[src/rtl/modulo_contador_rolhas.sv]
// Cork stock counter: synchronises the dispense/refill requests, drives the release
// actuator for a fixed number of cycles, and keeps the stock count saturated to 0..99.
module modulo_contador_rolhas #(
  parameter int RELEASE_CYCLES = 4,
  parameter int REFILL_QTY     = 15,
  parameter int LOW_THRESHOLD  = 5
) (
  input  logic       clk,
  input  logic       reset_n,
  input  logic       dispense_req,
  input  logic       refill_req,
  output logic [6:0] count,
  output logic       cork_release,
  output logic       dispense_ack,
  output logic       dispense_reject,
  output logic       empty,
  output logic       low_stock,
  output logic       full
);

  localparam logic [6:0] MAX_COUNT  = 7'd99;
  localparam logic [3:0] REL_LOAD   = 4'(RELEASE_CYCLES);
  localparam logic [7:0] REFILL_AMT = 8'(REFILL_QTY);
  localparam logic [6:0] LOW_TH     = 7'(LOW_THRESHOLD);

  typedef enum logic [1:0] {IDLE, RELEASE, WAIT_LOW} state_t;

  state_t     state;
  logic [3:0] rel_cnt;
  logic       refill_pending;
  logic       disp_p0, disp_p1, disp_p2;
  logic       fill_p0, fill_p1, fill_p2;
  logic       disp_ev, fill_ev;

  // Sum is formed one bit wider than count so the clamp sees values past 99.
  function automatic logic [6:0] sat_refill(input logic [6:0] cur);
    logic [7:0] sum;
    sum = {1'b0, cur} + REFILL_AMT;
    return (sum > {1'b0, MAX_COUNT}) ? MAX_COUNT : sum[6:0];
  endfunction

  // Stage p0/p1: two-flop synchroniser; stage p2: edge-detect history
  always_ff @(posedge clk or negedge reset_n) begin
    if (!reset_n) begin
      disp_p0 <= 1'b0;
      disp_p1 <= 1'b0;
      disp_p2 <= 1'b0;
      fill_p0 <= 1'b0;
      fill_p1 <= 1'b0;
      fill_p2 <= 1'b0;
    end else begin
      disp_p0 <= dispense_req;
      disp_p1 <= disp_p0;
      disp_p2 <= disp_p1;
      fill_p0 <= refill_req;
      fill_p1 <= fill_p0;
      fill_p2 <= fill_p1;
    end
  end

  assign disp_ev = disp_p1 & ~disp_p2;
  assign fill_ev = fill_p1 & ~fill_p2;

  // Control stage: FSM, stock count and registered actuator/handshake outputs
  always_ff @(posedge clk or negedge reset_n) begin
    if (!reset_n) begin
      state           <= IDLE;
      rel_cnt         <= 4'd0;
      count           <= 7'd0;
      refill_pending  <= 1'b0;
      cork_release    <= 1'b0;
      dispense_ack    <= 1'b0;
      dispense_reject <= 1'b0;
    end else begin
      dispense_ack    <= 1'b0;
      dispense_reject <= 1'b0;
      if (fill_ev && !refill_pending) refill_pending <= 1'b1;
      case (state)
        IDLE: begin
          if (disp_ev) begin
            if (count != 7'd0) begin
              state        <= RELEASE;
              rel_cnt      <= REL_LOAD;
              cork_release <= 1'b1;
            end else begin
              state           <= WAIT_LOW;
              dispense_reject <= 1'b1;
            end
          end else if (refill_pending) begin
            // Pending is already set here, so the set above cannot collide with this clear.
            count          <= sat_refill(count);
            refill_pending <= 1'b0;
          end
        end
        RELEASE: begin
          if (rel_cnt == 4'd1) begin
            cork_release <= 1'b0;
            count        <= count - 7'd1;
            dispense_ack <= 1'b1;
            state        <= WAIT_LOW;
          end else begin
            rel_cnt <= rel_cnt - 4'd1;
          end
        end
        WAIT_LOW: begin
          if (!disp_p1) state <= IDLE;
        end
        default: state <= IDLE;
      endcase
    end
  end

  assign empty     = (count == 7'd0);
  assign low_stock = (count < LOW_TH);
  assign full      = (count == MAX_COUNT);

endmodule

[config.mk]
export PLATFORM = sky130hd
export DESIGN_NAME = modulo_contador_rolhas
export DESIGN_NICKNAME = d
export VERILOG_FILES = /design/src/rtl/modulo_contador_rolhas.sv
export SDC_FILE = /design/constraint.sdc
export NUM_CORES = 1
export LEC_CHECK = 0
export ABC_AREA = 1
export BUFFER_PORTS_ARGS = -buffer_cell sky130_fd_sc_hd__buf_2
export CAP_MARGIN = 20
export CELL_PAD_IN_SITES_DETAIL_PLACEMENT = 1
export CELL_PAD_IN_SITES_GLOBAL_PLACEMENT = 1
export CORE_MARGIN = 1
export CORE_UTILIZATION = 45
export CTS_CLUSTER_DIAMETER = 80
export CTS_CLUSTER_SIZE = 25
export DETAILED_ROUTE_END_ITERATION = 10
export GPL_ROUTABILITY_DRIVEN = 0
export GPL_TIMING_DRIVEN = 0
export PLACE_DENSITY_LB_ADDON = 0.08
export SLEW_MARGIN = 20
export SYNTH_ARGS = -nofsm -noshare
export SYNTH_HDL_FRONTEND = slang
export SYNTH_SLANG_ARGS = --single-unit
[constraint.sdc]
create_clock -name clk -period 2.3 [get_ports clk]
set_input_delay 0.46 -clock clk [delete_from_list [all_inputs] [get_ports clk]]
set_output_delay 0.46 -clock clk [all_outputs]
set_load 0.02 [all_outputs]
* After elaboration in Yosys (flattened, before gate mapping)
Cells that the tools add are included.
Storage, ports and cells: bits in registers 23, input port bits 4, logic and storage cells 70
Cells by class: add/subtract/negate cells 3, order comparisons 2, eq/ne operators 11, mux-type cells 27, bitwise gates (word level) 4, reductions and logical operators 10
Operator list (number):
- 7-bit 2-to-1 mux | 4
- 2-bit inequality test, second input constant | 7
- 7-bit one-hot mux with 2 select lines | 1
- 1-bit 2-to-1 mux | 12
- 4-bit 2-to-1 mux | 3
- 4-bit AND reduction | 3
- 7-bit by 4-bit adder with 8-bit output, second input constant | 1
- 8-bit by 7-bit greater-than comparator with 1-bit output, second input constant | 1
- 2-bit 2-to-1 mux | 4
- 4-bit one-hot mux with 2 select lines | 1
- 7-bit equality test, second input constant | 1
- 7-bit logical NOT | 1
- 7-bit by 3-bit < comparator with 1-bit output, second input constant | 1
- 7-bit nonzero test | 1
- 7-bit by 1-bit subtractor with 7-bit output, second input constant | 1
- 2-bit one-hot mux with 3 select lines | 1
- 4-bit by 1-bit equality test with 1-bit output, second input constant | 1
- 4-bit by 1-bit subtractor with 4-bit output, second input constant | 1
- 3-bit AND reduction | 1
- 1-bit AND | 2
- 2-bit by 1-bit equality test with 1-bit output, second input constant | 1
- 2-bit equality test, second input constant | 1
- 2-bit logical NOT | 1
- 1-bit NOT | 2
- 4 further kinds | 4

* Depth between registers and ports, before layout
word-level depth 7, mapped depth 11

* Least setup slack after synthesis
Ideal clock, no wire load.
path kind flip-flop to output port, from reg count[0], to out empty, arrival time 1.193 ns, path slack 0.647 ns, cell stages (with the launch flop) 7, path buffers 0, cell sequence dfrtp_1 > inv_1 > ha_1 > nand2_2 > nor2_4 > nand2_2 > inv_2
On the way: cells in the longest elaborated chain, start to end 1
RTL lines:
- from (decl) | RTL line 12 | output logic [6:0] count,
- from (signal assigned) | RTL line 91 | count <= sat_refill(count);
- from (signal assigned) | RTL line 98 | count <= count - 7'd1;
- 7-bit logical NOT | RTL line 113 | assign empty = (count == 7'd0);
- to (decl) | RTL line 16 | output logic empty,
No other way between the ends.

* Final worst setup path
Ends and elaborated chain as after synthesis.

==> key figures <==
Floorplanning
  • I/O pin total: 17
  • Die outline height: approximately 55 microns
  • Std cell rows: 18
  • Initial Util: 49.1%
  • Core Region: approximately 2600 sq um
  • DIE WIDTH: ~55 microns
  • DIE AREA: 3020 sq um

Logic synthesis
  • Avg Inst Size Synth: 8.18 sq um
  • Mux cell area share after synthesis: 0%
  • Adder-cell area share of the yosys netlist: 4.97%
  • Top cell type's share of synthesized area: 45.7%
  • Simple-gate share of the synthesized area: approximately 34%
  • Count leader, synth: nand2_1
  • Main combinational cell family by area after synthesis: simple AND/OR/NAND/NOR gates
  • Syn Std Cell Area: 1260 sq um
  • FF+latch count, synth: 23
  • Syn nets: 163
  • Yosys warns: 0
  • Seq/Total Area, Yosys: a little under half
  • Ranking of synthesized cells by area: dfrtp_1 (46%), nand2_1 (11%), nand3_1 (6.4%)
  • Async set-reset flop share out of synthesis: between 90% and 100%
  • Leading area contributor after synthesis: dfrtp_1
  • XOR/XNOR Fraction of Synth Area: less than 1%
  • Unique cell type count in the Yosys netlist: 23
  • EDFF count, synth: 0
  • Main synth FF type: dfrtp_1
  • Synth Instances: around 150
  • Post-synth top cells: nand2_1 (37), dfrtp_1 (23), inv_1 (20), nor2_1 (17), nand3_1 (16)
  • Compound-cell area share of the yosys netlist: a little over 7%

Worst setup path
  • Worst-path cell chain: inv_1, ha_2, nand2_2, nor2_4, nand2_2, inv_2, buf_2
  • Critical Path End: empty
  • CP max stage cell: dfrtp_1
  • Crit Path Class: register to output pin
  • CP Launch Point: count[0]
  • Critical path depth: 7
  • Critical path capture point type: output pin
  • Startpoint types: register
  • Worst-case reg-to-reg path depth: 11
  • Launch point of the worst reg-to-reg path: count[0]
  • Reg-to-Reg End: count[0]
  • Buf+Inv Stages, Crit Path: 3
  • Required time worst endpoint: about 1.8 ns
  • CP delay by family, top: flip-flops
  • R2R Setup Slk: slightly below 0.7 ns
  • Largest fanout on the critical path: 6
  • Critical Path AT: 1.66 ns
  • Most frequent CP cell: nand2_2
  • CP peak stage delay: about 0.46 ns

Timing
  • Minimum clock period: 2.12 ns
  • Worst hold margin: between 0.09 and 0.1 ns
  • Fmax: 471 MHz
  • Final Hold Viols: 0
  • Worst setup margin: 0.178 ns
  • Final period utilization: just over 90%
  • Clock skew: 0.00336 ns
  • Finish-stage setup viols: 0
  • Setup TNS: 0 ns
  • Slew headroom: about two thirds
  • Worst Max-Slew Pin Slew: about 0.5 ns
  • RSZ-0062 raised after global routing: false
  • Pins Over Slew Limit: 0

Finish
  • Diodes inserted: 0
  • Max reg flops: 7
  • NumNets Final: between 150 and 200
  • Synth-to-Final Area Change: 11.6%
  • Final Util: between 50% and 60%
  • Register with the most flip-flops: count
  • Largest registers: count (7), rel_cnt (4), state (2)
  • Share of layout cells above drive strength 1: between 20 and 25%
  • Finished Layout Cells: around 200

Clocking
  • Worst-Skew Late Latency: 0.31 ns
  • Setup bufs post-CTS: 0
  • CTS Buf Count: 3
  • Clock Path Buffers: 2
  • Root Buffer: clkbuf_4
  • CTS tree: built
  • Reg clk slew, reported paths: around 0.12 ns
  • Clk sinks: 23
  • Hold buffers post-CTS: 0
  • H-tree depth: 1

Place
  • Detailed-placement wirelength estimate: about 2200 microns
  • Placed cell count: 200
  • Place WS: slightly below 0.5 ns
  • Port-buffer cells: 16

Detailed routing
  • 1st-pass router iterations: 4
  • DRC: 0
  • ANT nets after route: 0
  • Via-per-instance ratio: ~5.2
  • Final wirelength: roughly 2800 microns
  • Iteration-0 DRC Markers: 15
  • DR vias: ~1100
  • Wire per inst: 13.8 microns

Min path
  • Worst hold path type: input pin to async pin

Global routing
  • Vias in the first global route: 1041
  • GRT Total Usage: a little over a fifth
  • Gr ovfl total: 0
  • Initial antenna violation count: 0
  • Largest net degree at the start of global routing: 24
  • First-pass GRT wire length: approximately 4700 microns

Pwr
  • LEAKAGE: between 0.7 and 0.8 nW
  • Power Dens Cells: between 1000 and 1500 nW/um^2
  • Maximum vdd drop: around 810 uV

Flow run
  • Max-cap violations: 0

Status
  • Run status: finished clean
[worst register-to-register path, stage by stage, from the launching register on]
cell	delay, ns
dfrtp_1	0.46
inv_1	0.11
ha_2	0.24
inv_1	0.07
nand2_1	0.05
nand2_1	0.09
nor2_1	0.11
nand3_1	0.09
nand2_2	0.09
nor2_4	0.05
nor2_1	0.10
nor2_1	0.05
[per-layer routing]
metal | track usage [%] | share of wire (%) | up-vias
met5 | 0 | 0 | -
met4 | 2.08 | 0 | 0
met3 | 5.74 | 3.1 | 0
met2 | 37.1 | 51 | 19
met1 | 28.6 | 46 | 524
li1 | - | - | 525
[worst min path at each step]
stage	end	slack [ns]
floorplan	cork_release	0.16
global placement	disp_p1	0.33
detailed placement	fill_p1	0.34
CTS	fill_p2	0.11
global route	fill_p2	0.13
finish	fill_p2	0.1
[cell families after synthesis]
logic type | Yosys count
buf+inv | 23
fa+ha+maj | 5
simple gates | 87
flops | 23
xor+xnor | 1
compound gates | 15
[placed cells by master, fill, tap and decap left out, drive strengths merged]
cell and count:
clkbuf 4, o211a 1, ha 5, buf 18
xor2 1, nand3 17, o22ai 1, nand2 45
o211ai 1, o21ai 10, inv 21, nor2 23
a31oi 1, dfrtp 23, a21oi 1, nand4 2
[what timing repair did]
action | 4_1_cts | 5_1_grt
resized for setup | 0 | 1
setup endpoints to repair | 0 | 1
endpoints found under the hold margin | 0 | 0
[per-stage QoR]
| step | instance area, sq um | total power, W |
|---|---|---|
| 5_1_grt | 1410 | 0.00227 |
| 4_1_cts | 1400 | 0.00208 |
| 6_report | 1410 | 0.00206 |
| 3_3_place_gp | 1380 | 0.00181 |
| 2_1_floorplan | 1260 | 0.00157 |
| 3_5_place_dp | 1380 | 0.00189 |
[power breakdown]
group / switching (W) / leakage, nW / internal [W]
Combinational: 0.000798 / 0.469 / 0.000403
Clock: 0.000115 / 0.0150 / 0.0000677
Sequential: 0.000140 / 0.278 / 0.000540
[area by class of cell]
class / instances / area (sq um)
sequential: 23 / 576
fill: 345 / 1160
clock buffer: 4 / 26.3
multi-input combinational: 108 / 593
buffer: 2 / 15.0
tap: 30 / 37.5
inverter: 21 / 78.8
timing repair buffer: 16 / 80.1
(Power assumes the default switching activity.)
